--- src/rtl/irq_pulse_gen_pkg.sv ---
// Shared types and width helpers for the irq_pulse_gen interrupt generator.
// Also holds the fixed-width port bundles used by wrappers up to 32 sources.
package PkgIrqPulseGen;

   localparam int unsigned MAX_SRC  = 32;
   localparam int unsigned MAX_ID_W = 5;

   typedef enum logic [1:0] {
      IDLE,
      ASSERT,
      HOLDOFF
   } state_t;

   function automatic int unsigned id_width(input int unsigned num_src);
      return (num_src <= 1) ? 1 : $clog2(num_src);
   endfunction

   function automatic int unsigned cnt_width(input int unsigned pulse_len,
                                             input int unsigned holdoff_len);
      int unsigned longest;
      longest = (pulse_len > holdoff_len) ? pulse_len : holdoff_len;
      return $clog2(longest + 1);
   endfunction

   typedef struct packed {
      logic [MAX_SRC-1:0] src_in;
      logic [MAX_SRC-1:0] src_en;
      logic [MAX_SRC-1:0] clr_pending;
      logic               wait_for_mem;
   } PortIn_IrqPulseGen;

   typedef struct packed {
      logic                irq_out;
      logic [MAX_ID_W-1:0] irq_id;
      logic [MAX_SRC-1:0]  pending;
   } PortOut_IrqPulseGen;

endpackage

--- src/rtl/irq_pulse_gen_prio_enc.sv ---
// Combinational fixed-priority encoder: the lowest-index active request wins.
module irq_prio_enc
   import PkgIrqPulseGen::*;
#(
   parameter int unsigned NUM_SRC = 4,
   parameter int unsigned ID_W    = id_width(NUM_SRC)
) (
   input  logic [NUM_SRC-1:0] req,
   output logic               valid,
   output logic [ID_W-1:0]    index
);

   always_comb begin
      valid = |req;
      index = '0;
      // Scan from the top so the lowest set bit is the last one written.
      for (int unsigned i = NUM_SRC; i > 0; i--) begin
         if (req[i-1]) begin
            index = ID_W'(i - 1);
         end
      end
   end

endmodule

--- src/rtl/irq_pulse_gen.sv ---
// Multi-source interrupt generator: latches, masks and prioritises requests,
// then emits a stall-aware timed pulse on irq_out with the winning source ID.
module irq_pulse_gen
   import PkgIrqPulseGen::*;
#(
   parameter  int unsigned        NUM_SRC     = 4,
   parameter  logic [NUM_SRC-1:0] EDGE_MASK   = '1,
   parameter  int unsigned        PULSE_LEN   = 3,
   parameter  int unsigned        HOLDOFF_LEN = 2,
   localparam int unsigned        ID_W        = id_width(NUM_SRC)
) (
   input  logic               clk,
   input  logic               rst,
   input  logic [NUM_SRC-1:0] src_in,
   input  logic [NUM_SRC-1:0] src_en,
   input  logic [NUM_SRC-1:0] clr_pending,
   input  logic               wait_for_mem,
   output logic               irq_out,
   output logic [ID_W-1:0]    irq_id,
   output logic [NUM_SRC-1:0] pending
);

   localparam int unsigned     CNT_W      = cnt_width(PULSE_LEN, HOLDOFF_LEN);
   localparam logic [CNT_W-1:0] PULSE_LOAD = CNT_W'(PULSE_LEN - 1);
   localparam logic [CNT_W-1:0] HOLD_LOAD  = CNT_W'(HOLDOFF_LEN - 1);
   localparam logic [CNT_W-1:0] CNT_ONE    = CNT_W'(1);

   state_t             state, state_nxt;
   logic [CNT_W-1:0]   cnt, cnt_nxt;
   logic [NUM_SRC-1:0] src_prev;
   logic [NUM_SRC-1:0] pend_q;
   logic [NUM_SRC-1:0] set_vec;
   logic [NUM_SRC-1:0] clr_vec;
   logic [NUM_SRC-1:0] eligible;
   logic [ID_W-1:0]    id_q;
   logic [ID_W-1:0]    win_id;
   logic               win_valid;
   logic               dispatch;

   // Edge sources need a low->high transition; level sources set while high.
   assign set_vec  = src_in & (~EDGE_MASK | ~src_prev);
   assign eligible = pend_q & src_en;

   irq_prio_enc #(
      .NUM_SRC (NUM_SRC),
      .ID_W    (ID_W)
   ) u_prio_enc (
      .req   (eligible),
      .valid (win_valid),
      .index (win_id)
   );

   always_comb begin
      for (int unsigned i = 0; i < NUM_SRC; i++) begin
         clr_vec[i] = clr_pending[i] | (dispatch && (win_id == ID_W'(i)));
      end
   end

   always_ff @(posedge clk) begin
      if (rst) begin
         state    <= IDLE;
         cnt      <= '0;
         id_q     <= '0;
         pend_q   <= '0;
         src_prev <= '0;
      end else begin
         state    <= state_nxt;
         cnt      <= cnt_nxt;
         src_prev <= src_in;
         pend_q   <= (pend_q & ~clr_vec) | set_vec;
         if (dispatch) begin
            id_q <= win_id;
         end
      end
   end

   // The last holdoff cycle may dispatch, so the forced low gap between
   // pulses is exactly HOLDOFF_LEN cycles rather than HOLDOFF_LEN + 1.
   always_comb begin
      state_nxt = state;
      cnt_nxt   = cnt;
      dispatch  = 1'b0;
      case (state)
         IDLE: begin
            if (win_valid && !wait_for_mem) begin
               dispatch  = 1'b1;
               state_nxt = ASSERT;
               cnt_nxt   = PULSE_LOAD;
            end
         end
         ASSERT: begin
            if (!wait_for_mem) begin
               if (cnt == '0) begin
                  if (HOLDOFF_LEN == 0) begin
                     state_nxt = IDLE;
                  end else begin
                     state_nxt = HOLDOFF;
                     cnt_nxt   = HOLD_LOAD;
                  end
               end else begin
                  cnt_nxt = cnt - CNT_ONE;
               end
            end
         end
         HOLDOFF: begin
            if (cnt != '0) begin
               cnt_nxt = cnt - CNT_ONE;
            end else if (win_valid && !wait_for_mem) begin
               dispatch  = 1'b1;
               state_nxt = ASSERT;
               cnt_nxt   = PULSE_LOAD;
            end else begin
               state_nxt = IDLE;
            end
         end
         default: begin
            state_nxt = IDLE;
            cnt_nxt   = '0;
         end
      endcase
   end

   always_comb begin
      irq_out = (state == ASSERT);
      irq_id  = id_q;
      pending = pend_q;
   end

endmodule

--- config.mk ---
export PLATFORM = sky130hd
export DESIGN_NAME = irq_pulse_gen
export DESIGN_NICKNAME = d
export VERILOG_FILES = /design/src/rtl/irq_pulse_gen_pkg.sv /design/src/rtl/irq_pulse_gen_prio_enc.sv /design/src/rtl/irq_pulse_gen.sv
export SDC_FILE = /design/constraint.sdc
export NUM_CORES = 1
export LEC_CHECK = 0
export BUFFER_PORTS_ARGS = -buffer_cell sky130_fd_sc_hd__buf_2
export CELL_PAD_IN_SITES_DETAIL_PLACEMENT = 1
export CELL_PAD_IN_SITES_GLOBAL_PLACEMENT = 1
export CORE_MARGIN = 4
export CORE_UTILIZATION = 34
export DETAILED_ROUTE_END_ITERATION = 7
export PLACE_DENSITY_LB_ADDON = 0.1
export REMOVE_ABC_BUFFERS = 1
export SYNTH_ARGS = -nofsm -noshare
export SYNTH_HDL_FRONTEND = slang
export SYNTH_HIERARCHICAL = 1
export SYNTH_SLANG_ARGS = --single-unit
--- constraint.sdc ---
create_clock -name clk -period 2.4 [get_ports clk]
set_input_delay 0.12 -clock clk [delete_from_list [all_inputs] [get_ports clk]]
set_output_delay 0.12 -clock clk [all_outputs]
set_load 0.1 [all_outputs]
== Yosys cells after proc, flatten, opt, wreduce, memory -nomap -nowiden ==
Cells that the tools add are included.

* Bits in registers: 14
* Bits of input ports: 15
* Output and inout bits: 7
* Logic and storage cells: 55

* Add/subtract/negate cells: 1
* Equality and inequality tests: 9
* Multiplexer cells: 18
* Bitwise operators: 10
* Reduce and logical (&&, ||, !) cells: 12

{| class="wikitable"
|+ Operators by type and width
! kind !! count
|-
| 2-bit 2-to-1 mux || 12
|-
| 4-bit AND || 3
|-
| 2-bit case mux with 3 select lines || 2
|-
| 4-bit NOT || 2
|-
| 2-bit equality test, second input constant || 3
|-
| 2-bit zero test || 3
|-
| 2-bit != test, second input constant || 3
|-
| 1-bit logical AND || 5
|-
| 2-bit by 1-bit equality test with 1-bit output, second input constant || 2
|-
| 1-bit OR || 4
|-
| 4-bit OR || 1
|-
| 4-bit AND reduction || 1
|-
| 4-bit OR reduction || 1
|-
| 1-bit 2-to-1 mux || 3
|-
| 2-bit by 1-bit != test with 1-bit output, second input constant || 1
|-
| 1-bit case mux with 2 select lines || 1
|-
| 2-bit nonzero test || 1
|-
| 2-bit by 1-bit subtractor with 2-bit output, second input constant || 1
|-
| 1-bit zero test || 1
|}

== Depth between registers and ports, before layout ==
* Depth in word-level cells: 11
* Mapped depth: 6
* Mapped depth without buffers: 6

== By module ==
The synthesis kept the hierarchy.

{| class="wikitable"
|+ Modules (own cells, without submodules)
! module !! times used !! cells each !! area an instance (µm²) !! sequential area each (µm²)
|-
| irq_pulse_gen || 1 || 73 || 640.6 || 280.3
|-
| irq_prio_enc || 1 || 7 || 35.0 || 0.0
|}

== Worst setup path after synthesis ==
No wires, ideal clock.

* Path kind: reg2reg
* Start: register pend_q[0] (netlist: pending[0])
* End: register pend_q[0] (netlist: pending[0])
* Setup time: 0.117 ns
* Data arrival time: 2.303 ns
* Path slack: -0.019 ns
* Cell stages (with the launch flop): 7
* Buffers on the path: 0
* Clock period less this slack: 2.419 ns
* Cells stage by stage: dfxtp_1 > and2_1 > nor2_1 > nand2_1 > or3b_1 > or4_1 > a22o_1

* Longest elaborated chain between the ends: 11
* Elaborated cells between the ends (all ways): 13
* Classes of those cells: mux: 4; bitwise: 5; reduce/logical: 4

{| class="wikitable"
|+ RTL lines
! item !! line !! text
|-
| start, declared || irq_pulse_gen.sv:31 || <nowiki>logic [NUM_SRC-1:0] pend_q;</nowiki>
|-
| start signal, assigned || irq_pulse_gen.sv:70 || <nowiki>pend_q <= (pend_q & ~clr_vec) | set_vec;</nowiki>
|-
| 4-bit AND * || irq_pulse_gen.sv:42 || <nowiki>assign eligible = pend_q & src_en;</nowiki>
|-
| net eligible[0] || irq_pulse_gen.sv:34 || <nowiki>logic [NUM_SRC-1:0] eligible;</nowiki>
|-
| 4-bit OR reduction * || irq_pulse_gen_prio_enc.sv:14 || <nowiki>valid = |req;</nowiki>
|-
| net win_valid || irq_pulse_gen.sv:37 || <nowiki>logic win_valid;</nowiki>
|-
| 1-bit logical AND * || irq_pulse_gen.sv:85, irq_pulse_gen.sv:108 ||
|-
| 1-bit 2-to-1 mux * || irq_pulse_gen.sv:85, irq_pulse_gen.sv:108 ||
|-
| 1-bit 2-to-1 mux || irq_pulse_gen.sv:106 || <nowiki>if (cnt != '0) begin</nowiki>
|-
| 1-bit case mux with 2 select lines * || irq_pulse_gen.sv:83 || <nowiki>case (state)</nowiki>
|-
| 1-bit logical AND * || irq_pulse_gen.sv:55 || <nowiki>clr_vec[i] = clr_pending[i] | (dispatch && (win_id == ID_W'(i)));</nowiki>
|-
| 1-bit OR * || irq_pulse_gen.sv:55 ||
|-
| 4-bit NOT * || irq_pulse_gen.sv:70 ||
|-
| 4-bit AND * || irq_pulse_gen.sv:70 ||
|-
| 4-bit OR * || irq_pulse_gen.sv:70 ||
|}

The timed path passes the listed nets; every way through them passes the cells marked *.
A chain may end at the register's enable or synchronous reset.

== Worst setup path in the final report ==
Same ends and word-level chain as after synthesis.

==> impl_metrics.toml <==
[status]
status = "finished clean"

[placed_design]
place_hpwl_um = 1290
place_congestion = 0.768
io_buffers = 21
placed_cells = 123

[grt]
grt_usage = 0.131
grt-ovfl-total = 0
antenna_found_initial = 0
grt_max_degree = 15
grt_first_pass_wirelength_um = 2710
grt_pass1_vias = 660

[clocking]
path_clk_slew_ns = 0.09
max-clock-path-buffers = 2
cts_tree = "yes"
clockRootBuffer = "clkbuf_4"
ctsHtreeMaxLevel = 1
clock-sinks = 14
ctsHoldBuffers = 0
cts_resized = 0
post_cts_buffers = 0
clk_latency_ns = 0.27
cts_made_buffers = 3

[die]
die_h_um = 52.6
die-area_um2 = 2760
initial_core_util = 0.375
rows = 15
io_pins = 22
die_w_um = 52.6
core_area_um2 = 1800

[timing]
rsz0062_at_grt = "no"
clock_skew_ns = 0.00257
drv_slew = 0
finalSetupViolCount = 0
hold_slack_ns = 0.108
final_hold_viol_count = 0
fin_crit_sh = 0.753
fin_crit_ns = 1.81
tightest_slew_ns = 0.615
relSlewSlack = 0.589
fin_tns_setup_ns = 0
fmax_ghz = 0.553

[drt]
vias_per_cell = 4.94
dr_total_vias = 628
routed_wirelength_um = 1580
drc = 0
drt-pass1-iter-count = 4
drt_iter0_markers = 4
routedWlPerCell_um = 12.5
ant_nets = 0

[setup_path]
path_class = "register to register"
cp.required_ns = 2.57
r2r-start = "pending[0]$_SDFF_PP0_"
cp.arrival_ns = 1.97
crit_slowest_cell = "or4_1"
cp-start-kind = "register"
startpoint = "pending[0]$_SDFF_PP0_"
rrSetupSlack_ns = 0.59
end_kind = "register"
cp_slowest_stage_delay_ns = 0.40
path_max_fanout = 4
crit_path_cell_trace = "and2_1 > nor2_1 > nand2_1 > or3b_1 > or4_1 > a22o_1"

[yosys]
yosysSeqAreaShare = 0.415
synth-async-reset-ratio = 0
synth_top_area_frac = 0.415
synthCells = 80
ys_types = 28
avgSynthCellArea_um2 = 8.45
synth_area_leaders = "dfxtp_1 41%, nor3b_1 6.7%, a22o_1 5.2%, nor2b_1 4.6%, inv_1 3.9%"
synth_ff_type = "dfxtp_1"
ys_ff_latch = 14
synth_edf_count = 0
ys_warn_count = 6
yosysTopAreaCell = "dfxtp_1"
synth.cell_area_um2 = 676

[power]
leakagePower_uw = 0.000336
power_density_nw_per_um2 = 680
ir_drop_uv = 253

[flow_run]
drv_cap = 0

[layout]
layout.cells.non_filler = 127
diodes = 0
drive_gt1_frac = 0.255
final_nets = 118
layout-area-overhead-vs-synth_pct = 22.8

[hold_path]
hp-start = "src_in[0]"
holdCritPathClass = "primary input to register"
-- state kept, by name, indices dropped and copies added, names as in the netlist --
name and flops:
cnt 2, state 2, irq_id 2, pending 4
src_prev 4
-- cells by family (layout without fill, tap and decap cells) --
kind of cell,count (synthesis),in the layout,share of synthesized area
compound gates,18,18,0.180
buf+inv,10,32,0.0667
flops,14,14,0.415
simple gates,38,38,0.339
-- metrics by stage --
step                instance area [µm²]  setup WS, ns  total power, µW  utilization
global route                        830         0.453              593        0.460
CTS                                 830         0.566              574        0.460
detailed placement                  793         0.584              405        0.440
floorplan                           657       -0.0195              369            -
finish                              830         0.593              564        0.460
global placement                    793         0.673              402        0.440
-- worst paths after layout --
| path | endpoint | cells after the start |
|---|---|---|
| worst min-delay path | src_prev[0]$_SDFF_PP0_ | 2 |
| worst max register to register | pending[0]$_SDFF_PP0_ | 6 |
| worst min register to register | irq_id[1]$_SDFFE_PP0P_ | 2 |
| worst max-delay path | pending[0]$_SDFF_PP0_ | 6 |
-- routing by layer --
layer / vias to the layer above / track usage / share of wire
li1: 323 / - / -
met2: 14 / 0.242 / 0.51
met3: 2 / 0.0342 / 0.056
met4: 0 / 0.0255 / 0.0038
met5: - / 0 / 0
met1: 289 / 0.149 / 0.42
-- area by class of cell --
type | count | area [µm²]
Timing Repair Buffer | 21 | 105
Clock buffer | 4 | 36.3
Tap cell | 25 | 31.3
Fill cell | 243 | 972
Inverter | 7 | 26.3
Multi-Input combinational cell | 56 | 350
Sequential cell | 14 | 280
-- cell usage after synthesis, types with 2 or more instances --
master / number
nor3b_1: 6
nand3_1: 4
nand2_1: 3
inv_1: 7
a22o_1: 4
and2_1: 4
nor2b_1: 5
nor3_1: 3
o21ai_0: 3
a21oi_1: 4
nand4b_1: 2
clkbuf_1: 2
nor2_1: 5
dfxtp_1: 14
-- power by group --
part           internal [µW]  switching [µW]  leakage [µW]  total, µW
clock network           92.1            74.7     0.0000210        167
registers                247            14.7      0.000116        262
logic                   40.2            95.4      0.000200        136
-- critical path: cells and delay by family (launching register included) --
family           cells  cell delay (ns)
AND/OR/NAND/NOR      5             1.15
AO/OA/AOI/OAI        1             0.21
flip-flops           1             0.35
-- placed cells by master (no fill, tap or decap), drive strengths merged --
master  count
buf        21
dfxtp      14
inv         7
nor3b       6
nor2        5
nor2b       5
a21oi       5
and2        4
nand3       4
a22o        4
o21ai       4
clkbuf      4
nand2       3
nor3        3
nand4b      2
o21a        1
a22oi       1
or2b        1
a31oi       1
nand4       1
or3b        1
or4         1
nor4b       1
a311oi      1
o21bai      1
nand2b      1
Note: power is estimated with default switching activity, not from simulation.
